[config.mk]
export PLATFORM = sky130hd
export DESIGN_NAME = mem_arbiter
export DESIGN_NICKNAME = d
export VERILOG_FILES = /design/src/rtl/mem_arbiter.sv
export SDC_FILE = /design/constraint.sdc
export NUM_CORES = 1
export LEC_CHECK = 0
export BUFFER_PORTS_ARGS = -buffer_cell sky130_fd_sc_hd__buf_2
export CORE_MARGIN = 10
export CORE_UTILIZATION = 44
export DETAILED_ROUTE_END_ITERATION = 6
export GPL_TIMING_DRIVEN = 1
export PLACE_DENSITY = 0.8
export SYNTH_ARGS = -nofsm -noshare
export SYNTH_HDL_FRONTEND = slang
export SYNTH_SLANG_ARGS = --single-unit
[constraint.sdc]
create_clock -name clk -period 2.19 [get_ports clk]
set_input_delay 0.438 -clock clk [delete_from_list [all_inputs] [get_ports clk]]
set_output_delay 0.438 -clock clk [all_outputs]
set_load 0.03 [all_outputs]
[src/rtl/mem_arbiter.sv]
// Two-requester memory arbiter: I-cache and D-cache block fills (burst reads) and D-cache
// single-word writes onto one pipelined memory port, with return-word steering by index.
module mem_arbiter #(
   parameter int ADDR_WIDTH  = 16,
   parameter int BLOCK_WORDS = 8,
   parameter int READ_LAT    = 4
) (
   input  logic                           clk,
   input  logic                           rst,
   input  logic                           i_req,
   input  logic [ADDR_WIDTH-1:0]          i_addr,
   output logic                           i_grant,
   output logic                           i_rvalid,
   output logic                           i_done,
   input  logic                           d_req,
   input  logic                           d_wr,
   input  logic [ADDR_WIDTH-1:0]          d_addr,
   input  logic [15:0]                    d_wdata,
   output logic                           d_grant,
   output logic                           d_rvalid,
   output logic                           d_done,
   output logic [15:0]                    rd_data,
   output logic [$clog2(BLOCK_WORDS)-1:0] rd_idx,
   output logic [ADDR_WIDTH-1:0]          mem_addr,
   output logic                           mem_enable,
   output logic                           mem_wr,
   output logic [15:0]                    mem_wdata,
   input  logic [15:0]                    mem_rdata,
   input  logic                           mem_valid
);

   localparam int IDX_W = $clog2(BLOCK_WORDS);
   localparam int OFF   = IDX_W + 1;

   if (BLOCK_WORDS < 2 || READ_LAT < 1) begin : g_param_check
      $error("mem_arbiter: BLOCK_WORDS must be >= 2 and READ_LAT >= 1");
   end

   typedef enum logic [1:0] {IDLE, WRITE, ISSUE, DRAIN} state_t;

   state_t                  state, state_nxt;
   logic                    own_d;
   logic                    ptr_d;
   logic [ADDR_WIDTH-1:0]   addr_q;
   logic [15:0]             wdata_q;
   logic [IDX_W-1:0]        iss_cnt;
   logic [IDX_W-1:0]        ret_cnt;
   logic                    accept;
   logic                    pick_d;
   logic                    ret;
   logic                    last_ret;

   // Pointer owner wins a tie; a lone requester always wins.
   assign pick_d   = d_req && (!i_req || ptr_d);
   assign accept   = (state == IDLE) && (i_req || d_req);
   assign ret      = ((state == ISSUE) || (state == DRAIN)) && mem_valid;
   assign last_ret = ret && (ret_cnt == IDX_W'(BLOCK_WORDS - 1));

   always_ff @(posedge clk) begin
      if (rst) state <= IDLE;
      else     state <= state_nxt;
   end

   always_ff @(posedge clk) begin
      if (rst) begin
         own_d   <= 1'b0;
         ptr_d   <= 1'b1;
         addr_q  <= '0;
         wdata_q <= '0;
         iss_cnt <= '0;
         ret_cnt <= '0;
      end else begin
         if (accept) begin
            own_d   <= pick_d;
            addr_q  <= pick_d ? d_addr : i_addr;
            wdata_q <= d_wdata;
            iss_cnt <= '0;
            ret_cnt <= '0;
            if (i_req && d_req) ptr_d <= !pick_d;
         end
         // Both counters wrap to zero on their final increment, leaving them clean for IDLE.
         if (state == ISSUE) iss_cnt <= iss_cnt + IDX_W'(1);
         if (ret)            ret_cnt <= ret_cnt + IDX_W'(1);
      end
   end

   always_comb begin
      state_nxt = state;
      unique case (state)
         IDLE:  if (accept) state_nxt = (pick_d && d_wr) ? WRITE : ISSUE;
         WRITE: state_nxt = IDLE;
         ISSUE: if (iss_cnt == IDX_W'(BLOCK_WORDS - 1)) state_nxt = DRAIN;
         DRAIN: if (last_ret) state_nxt = IDLE;
         default: state_nxt = IDLE;
      endcase
   end

   always_comb begin
      i_grant    = 1'b0;
      d_grant    = 1'b0;
      i_rvalid   = 1'b0;
      d_rvalid   = 1'b0;
      i_done     = 1'b0;
      d_done     = 1'b0;
      rd_data    = '0;
      rd_idx     = '0;
      mem_enable = 1'b0;
      mem_wr     = 1'b0;
      mem_addr   = '0;
      mem_wdata  = '0;
      if (state != IDLE) begin
         i_grant = !own_d;
         d_grant = own_d;
      end
      if (ret) begin
         i_rvalid = !own_d;
         d_rvalid = own_d;
         rd_data  = mem_rdata;
         rd_idx   = ret_cnt;
      end
      i_done = last_ret && !own_d;
      d_done = (last_ret && own_d) || (state == WRITE);
      if (state == WRITE) begin
         mem_enable = 1'b1;
         mem_wr     = 1'b1;
         mem_addr   = {addr_q[ADDR_WIDTH-1:1], 1'b0};
         mem_wdata  = wdata_q;
      end else if (state == ISSUE) begin
         mem_enable = 1'b1;
         mem_addr   = {addr_q[ADDR_WIDTH-1:OFF], iss_cnt, 1'b0};
      end
   end

endmodule

==> impl.org, run 1 <==
** Detailed routing
- Summed over all nets, wire length on met2 after detailed routing comes to 3607 um.
- The first detailed-routing pass took 4 iterations.
- Number of remaining DRC errors :: 0
- Dividing the detail-routed via count by the number of cells gives 4.966.
- After the first detailed-routing iteration, the DRC count stood at 135.
- After detailed routing, the average wire length per cell comes to 14.34 um.
- For this block, the via count after detailed routing is 2364.
- In the final routing, the length of wire on met1 measures 2599 um.
- Final wirelength :: 6827 um
- Top Layer Used :: met4
- Wire segments on met3 add up to 504 um in the final route.
- Once detail routing completed, the nets flagged for antenna violations numbered 0.

** Floorplanning
- The floorplan step set the die height to 92.34 um.
- Placement Rows :: 26
- The floorplan step defined a die boundary enclosing 8526 um2.
- In this run the horizontal extent of the chip is 92.34 um.
- The core region is 5075 um2.
- Number of top-level pins :: 129
- Once the floorplan was initialized, standard cells occupied 45.36% of the core.

** CTS
- CTS tree :: done
- For this design, the sink count on the clock tree is 41.
- For this design, the CTS-stage hold fixing added 0 buffers.
- For the worst-skew pair, the clock arrives at the later sink with an insertion delay of 0.29 ns.
- Clock-pin slew was measured on the worst setup and hold paths at 0.08 ns.
- The clock passes through at most 2 buffers.
- In this run the clock root is driven by a clkbuf_8.
- The number of clock buffers added by TritonCTS is 5.
- Depth of the CTS H-tree :: 2

** Layout
- Final standard cell area without fillers :: 3099 um2
- Count of inserted antenna diode cells :: 0
- The area growth from synthesis to layout is 34.62%.
- Final Util :: 61.07%
- Cells with a size suffix above 1 make up 38.67% of the layout.
- FILL cells :: 490
- Layout net count :: 484
- Number of non-filler instances in the completed layout :: 476

** Synthesis
- Avg Cell Area, Syn :: 7.939 um2
- Number of warnings printed during yosys synthesis :: 0
- Number of distinct library cells after synthesis :: 32
- When the netlist entered floorplanning its net count stood at 369.
- Counting flops with a built-in enable in the synthesized netlist gives 0.
- Sequential fraction of the synthesis area :: 35.65%
- For this run, the leading register cell type out of synthesis is dfxtp_1.
- For this run, asynchronously set or reset flops after synthesis account for 0%.
- In this run, synthesis produced a sequential element count of 41.
- Synth Instances :: 290
- The synthesized netlist occupies a cell area of 2302 um2.

** Timing
- Fin. Hold Viols :: 0
- Final Worst Setup Slack :: 0.1345 ns
- Sum of negative setup slack :: 0 ns
- Ratio of final minimum period to clock period :: 93.86%
- The clock period could shrink to 2.056 ns.
- In this run the tightest slew margin relative to its limit is 42.12%.
- Final setup violating endpoints :: 0
- Timing would allow up to 0.4865 GHz.
- The count of pins over their slew limit came to 0.
- Setup repair after global routing left no endpoint under its margin.
- At the pin with the least slew margin, the transition time is 0.8680 ns.
- Clock skew on the completed layout was measured at 0.004131 ns.

** Setup path
- Data arrives at the worst endpoint at 1.62 ns.
- The worst setup path is launched from a flip-flop.
- The worst register-to-register path has a setup slack of 0.41 ns.
- Worst path required time :: 1.75 ns
- Highest fanout seen on the critical path :: 4
- The critical path is of the reg -> out type.
- The worst setup path is captured at a primary output.

** Global routing
- Number of antenna violations at the first check in global routing :: 0
- Largest net degree at the start of global routing :: 43
- Wire length of the first global-routing pass :: 11050 um
- Via count of the first global-routing pass :: 2266
- The total overflow left after global routing is 0.
- Global routing used 15.37% of the available tracks across all layers.

** Outcome
- Outcome :: complete, no violations

** Flow run
- The tool flagged a number of max-cap violations equal to 0.

** Placement
- During placement, the flow inserted port buffers numbering 125.
- Dpl hpwl :: 5335 um
- Post-placement cell area :: 2947 um2
- Before CTS, the worst setup slack after placement is 0.1542 ns.
- Routability-driven placement congestion ratio :: 0.8014
- Count of placed standard cells including taps :: 468

** Power
- The worst-case IR drop observed on VDD is 0.6657 mV.
- Power density over the cells :: 1138 nW/um2
- Leakage component of the power :: 0.001514 uW

** Worst hold path
- The min-delay analysis places its worst path in the category in -> reg.
## logic make-up (layout without fill, tap and decap cells)
kind of cell / after synthesis / count (layout) / synth area share (%)
xor gates and xnor gates: 1 / 1 / 0.3805
AOI/OAI and AO/OA: 67 / 67 / 20.98
adders and majority gates: 9 / 9 / 4.891
DFF: 41 / 41 / 35.65
and+or+nand+nor: 144 / 144 / 31.41
other: 1 / 1 / 0.1629
buffers and inverters: 27 / 143 / 6.522
## worst max-delay path: stages (launching register included)
cell	delay [ns]
dfxtp_2	0.35
inv_2	0.07
ha_4	0.18
o21a_1	0.21
and2_1	0.18
a21o_1	0.17
buf_2	0.17
## registers in the layout, indices dropped and copies added (netlist names)
| register | flops |
|---|---|
| wdata_q | 16 |
| iss_cnt | 3 |
| own_d | 1 |
| state | 2 |
| addr_q | 15 |
| ret_cnt | 3 |
| ptr_d | 1 |
## final cells by class
type | count | area (um2) | area share, %
Clock inverter | 1 | 30.03 | 0.9689
Tap cell | 70 | 87.58 | 2.826
Multi-Input combinational cell | 222 | 1359 | 43.84
Timing Repair Buffer | 132 | 703.2 | 22.69
Clock buffer | 7 | 86.33 | 2.786
Sequential cell | 41 | 822.0 | 26.52
Inverter | 3 | 11.26 | 0.3633
## path summary, 6_finish.rpt
check | startpoint | to | cells past startpoint
worst max-delay path | state[0] | d_done | 6
worst min-delay path | d_wdata[5] | wdata_q[5] | 3
worst max register to register | state[1] | addr_q[14] | 6
worst min register to register | wdata_q[14] | wdata_q[14] | 2
## layer usage
layer  global-route usage [%]  vias up
li1                         -     1210
met1                    16.24     1079
met2                    28.00       64
met3                    5.569       11
met4                    4.370        0
met5                        0        -
## layout by cell type, fill, tap and decap left out, types with 7 or more instances in the layout
master	count
buf_2	123
nand2_1	43
dfxtp_1	40
and2_1	37
a21oi_1	22
nor2_1	20
o21ai_0	19
nand3_1	19
nor2b_1	16
a311oi_2	9
ha_1	7
## synthesized netlist by cell type (all sizes together) (2+ instances only)
cell type	count	share of area, %
a21oi	22	4.8
a221oi	2	0.76
a311oi	15	8.2
and2	37	10
and2b	2	0.71
buf	14	4.4
clkbuf	10	1.6
dfxtp	41	36
ha	9	4.9
inv	3	0.49
nand2	43	7.0
nand2b	3	0.82
nand3	19	4.1
nand3b	2	0.65
nor2	21	3.4
nor2b	16	4.3
o21a	2	0.65
o21ai	21	4.6
## through the flow
stage               hold slack [ns]  power, uW
floorplan                    0.4317       2445
global placement             0.4377       2836
detailed placement           0.4422       2893
CTS                          0.3716       3527
global route                 0.3840       3796
finish                       0.3739       3528
## what timing repair did
item                       in CTS  in global routing
buffers inserted                0                  0
hold endpoints to repair        0                  0
setup endpoints to repair      12                 34
gates resized for setup         2                 11
## report_power, final
part / internal (uW) / switching (uW)
clock: 372 / 252
sequential: 941 / 112
combinational: 658 / 1190
total: 1970 / 1560
(Power assumes the default switching activity.)
==> run 2, diff against run 1 <==
BUFFER_PORTS_ARGS = -buffer_cell sky130_fd_sc_hd__buf_4   (was -buffer_cell sky130_fd_sc_hd__buf_2)
CORE_UTILIZATION = 48   (was 44)
PLACE_DENSITY = 0.86   (was 0.8)
clock period = 2.38 ns   (was 2.19 ns; I/O delays follow)
==> run 2 against run 1 <==
  * Non-clock buffer count shrank 2
  * Clock power decreased by 32%
  * Wire length up 4.9%
  * Hold slack better by 0.066 ns
  * Setup slack gained 0.040 ns
  * First-iteration DRC count fell by 33%
  * Design area grew 6.7%
  * Sequential cell count unchanged
  * Critical path depth did not move
  * Critical endpoint is now rd_data[15]
==> impl.org, run 2 (synthesis results as in run 1) <==
** Placement
- PortBufs :: 125 (unchanged)
- The half-perimeter wire length of the detailed placement result was 5649 um (+5.9%).
- The worst slack at placement is 0.4204 ns (+0.2662 ns).
- The final weighted congestion in routability-driven placement was 0.7719 (-3.7%).

** Setup path
- The number of buffers and inverters on the critical path is 3 (+1).
- Grouping stages by cell kind, the critical path spends the most delay in buffers and inverters.
- Slowest stage cell on the critical path :: dfxtp_1
- In this run the worst setup path terminates at rd_data[15].
- End of the worst register-to-register path :: addr_q[2]
- The worst-path maximum fanout came to 19 (+15).
- The signal arrival time at the worst endpoint was 1.73 ns (+0.11 ns).
- In this run the critical register-to-register path is launched from state[0].
- The path length in cells of the critical path was 6 (unchanged).
- Kind of start point of the critical path :: flip-flop
- CP Class :: reg -> out
- R2R cell count :: 6 (unchanged)
- Tracing the worst setup path back leads to its startpoint at state[0].
- Dominant cell type by count on the critical path :: buf_4
- The largest incremental delay on the critical path was 0.36 ns (about the same).
- Walking the worst path, the cells encountered are inv_1, ha_1, o21a_1, buf_4, and2_1, buf_4.
- The setup slack of the worst register-to-register path was 0.45 ns (+0.04 ns).
- The worst setup path is captured at a primary output.
- The required time at the endpoint of the critical path came to 1.90 ns (+0.15 ns).

** CTS
- The maximum number of buffers from clock root to sink was 2 (unchanged).
- The number of sinks on the clock net came to 41 (unchanged).
- Buffers inserted during post-CTS setup optimization :: 0 (unchanged)
- TritonCTS built the clock tree.
- Depth of the CTS H-tree :: 2 (unchanged)
- The post-cts hold buffer count came to 0 (unchanged).
- The insertion delay to the later sink of the worst-skew pair was 0.28 ns (about the same).
- The total CTS buffers was 5 (unchanged).
- The clock transition at the registers of the reported paths was 0.07 ns (about the same).
- CTS placed an instance of clkbuf_8 at the clock tree root.

** Layout
- Most used cells in the layout excluding fill and tap cells :: 129 x buf_4, 43 x nand2_1, 41 x dfxtp_1, 37 x and2_1, 22 x a21oi_1
- The area of the multi-input gates came to 1336 um2 (-1.7%).
- wdata_q holds more flip-flops than any other register.
- Reg area :: 820.8 um2 (-0.15%)
- The share of post-route cells with drive strength above 1 came to 37.13% (-1.5 points).
- Number of flip-flops in the largest register :: 16 (unchanged)
- The number of nets in the final layout came to 482 (-0.41%).
- Layout area overhead :: 43.64%
- The total of fill cells in the finished design was 393 (-20%).
- Count of inserted antenna diode cells :: 0 (unchanged)
- Leading cell type in the layout, fill and taps excluded :: buf_4
- Largest registers :: wdata_q (16), addr_q (15)

** Timing
- RSZ-0062 raised after global routing :: false
- Highest attainable clock frequency :: 0.4534 GHz
- The sum of negative setup slack came to 0 ns (unchanged).
- The final worst hold slack was 0.4397 ns (+0.06582 ns).
- The setup slack of the critical path after layout was 0.1745 ns (+0.04002 ns).
- Final Slew Violations :: 0 (unchanged)
- Ratio of final minimum period to clock period :: 92.67%
- The setup clock skew after layout was 0.003308 ns (-0.0008234 ns).
- The routed design could run at a clock period as short as 2.206 ns.
- Slew at the pin closest to its max-slew limit :: 0.9005 ns (+0.03247 ns)
- The setup violation total in the final timing report is 0 (unchanged).
- The relative max-transition margin came to 39.96% (-2.2 points).
- The count of endpoints failing hold in the final timing report was 0 (unchanged).

** Global routing
- Wire length of the first global-routing pass :: 11140 um (+0.81%)
- Leftover overflow at the end of global routing :: 0 (unchanged)
- Largest net degree at the start of global routing :: 42 (-2.3%)
- The met1 track demand over resource was 18.83% (+2.6 points).
- Met3 Usage GRT :: 4.558% (-1.0 points)
- In this run the most used layer during global routing was met2.
- The initial antenna violation count came to 0 (unchanged).
- Global Route Usage Sum :: 17.32% (+2.0 points)
- The via count of the first global-routing pass is 2367 (+4.5%).
- The met2 usage in global routing is 32.67% (+4.7 points).

** Floorplanning
- The number of primary I/O pins is 129 (unchanged).
- Total Die Area :: 7966 um2 (-6.6%)
- The starting density of the core was 49.07% (+3.7 points).
- Chip height :: 89.26 um (-3.3%)
- Placeable Area :: 4692 um2 (-7.5%)
- The die span in x was 89.26 um (-3.3%).
- Placement Rows :: 25 (-3.8%)

** Detailed routing
- The number of nets with antenna violations after routing came to 0 (unchanged).
- The detailed-route wire length per cell is 15.64 um (+9.0%).
- The detailed-route wire length is 7161 um (+4.9%).
- The detailed-router iteration count before antenna repair is 4 (unchanged).
- Per-cell via count in the routed design :: 5.155 (+3.8%)
- The via count was 2361 (-0.13%).
- Number of remaining DRC errors :: 0 (unchanged)
- Initial DRC count :: 91 (-33%)

** Worst hold path
- The worst hold path begins at d_wdata[10].
- Type of the most critical hold path :: in -> reg

** Power
- Share of power burned in registers :: 29.7% (about the same)
- Power density over the cells :: 970.6 nW/um2 (-15%)
- Leakage component of the power :: 0.001545 uW (+2.0%)
- The net switching power was 1439 uW (-7.6%).
- The combinational power share came to 57.0% (+4.5 points).
- Share of total power in the clock network :: 13.3% (-4.4 points)
- The worst vdd rail ir drop was 0.6662 mV (about the same).
- The net switching share of the total power was 44.82% (+0.67 points).
- The internal power consumption came to 1771 uW (-10%).

** Outcome
- Outcome :: complete, no violations

** Flow run
- Reported max-cap violation count :: 0 (unchanged)
-- run 2: cell types whose count changed in the layout (fill, tap and decap cells not counted), moves of 2 or more --
| cell | previous run | this run |
|---|---|---|
| ha_1 | 7 | 9 |
| buf_4 | 6 | 129 |
| clkinv_2 | 0 | 2 |
| buf_2 | 123 | 0 |
-- run 2: metrics by stage --
stage | instance area, um2 | util [%] | total power [uW] | instances
6_report | 3307 | 70.48 | 3210 | 458
4_1_cts | 3307 | 70.48 | 3229 | 458
3_5_place_dp | 3224 | 68.72 | 2806 | 450
3_3_place_gp | 3224 | 68.72 | 2752 | 450
5_1_grt | 3307 | 70.48 | 3421 | 458
2_1_floorplan | 2302 | - | 2250 | 290
-- run 2: repair_timing --
action                                 in CTS  in global routing
endpoints found under the hold margin       0                  0
setup endpoints to repair                   0                  1
resized for setup                           0                  1
-- run 2: how the worst min path moves through the flow --
stage / endpoint / slack [ns] / cells after the start
floorplan: wdata_q[0] / 0.43 / 2
global placement: wdata_q[2] / 0.44 / 2
detailed placement: wdata_q[4] / 0.44 / 2
CTS: wdata_q[2] / 0.43 / 3
global route: wdata_q[6] / 0.43 / 3
finish: wdata_q[10] / 0.44 / 3
-- run 2: tightest hold or removal path: cells and delay by family --
kind / cells / cell delay, ns
buf+inv: 1 / 0.11
simple gates: 1 / 0.05
compound gates: 1 / 0.05
-- run 2: power by group through the flow --
stage | Sequential (uW) | Clock (uW) | Combinational (uW)
3_5_place_dp | 970 | 0 | 1840
6_report | 954 | 426 | 1830
3_3_place_gp | 957 | 0 | 1790
2_1_floorplan | 944 | 0 | 1310
5_1_grt | 976 | 461 | 1980
4_1_cts | 955 | 435 | 1840
-- run 2: layout make-up --
cell class                      count  share of cell area, %
Clock buffer                        6                  2.194
Multi-Input combinational cell    222                  40.41
Inverter                            3                 0.3405
Timing Repair Buffer              130                  29.89
Tap cell                           54                  2.043
Sequential cell                    41                  24.82
Clock inverter                      2                 0.3027
-- run 2: routing by layer --
metal  routed length [um]  up-vias
met5                    0        -
li1                     -     1205
met3                  446        2
met1                 2745     1101
met4                   34        0
met2                 3936       53
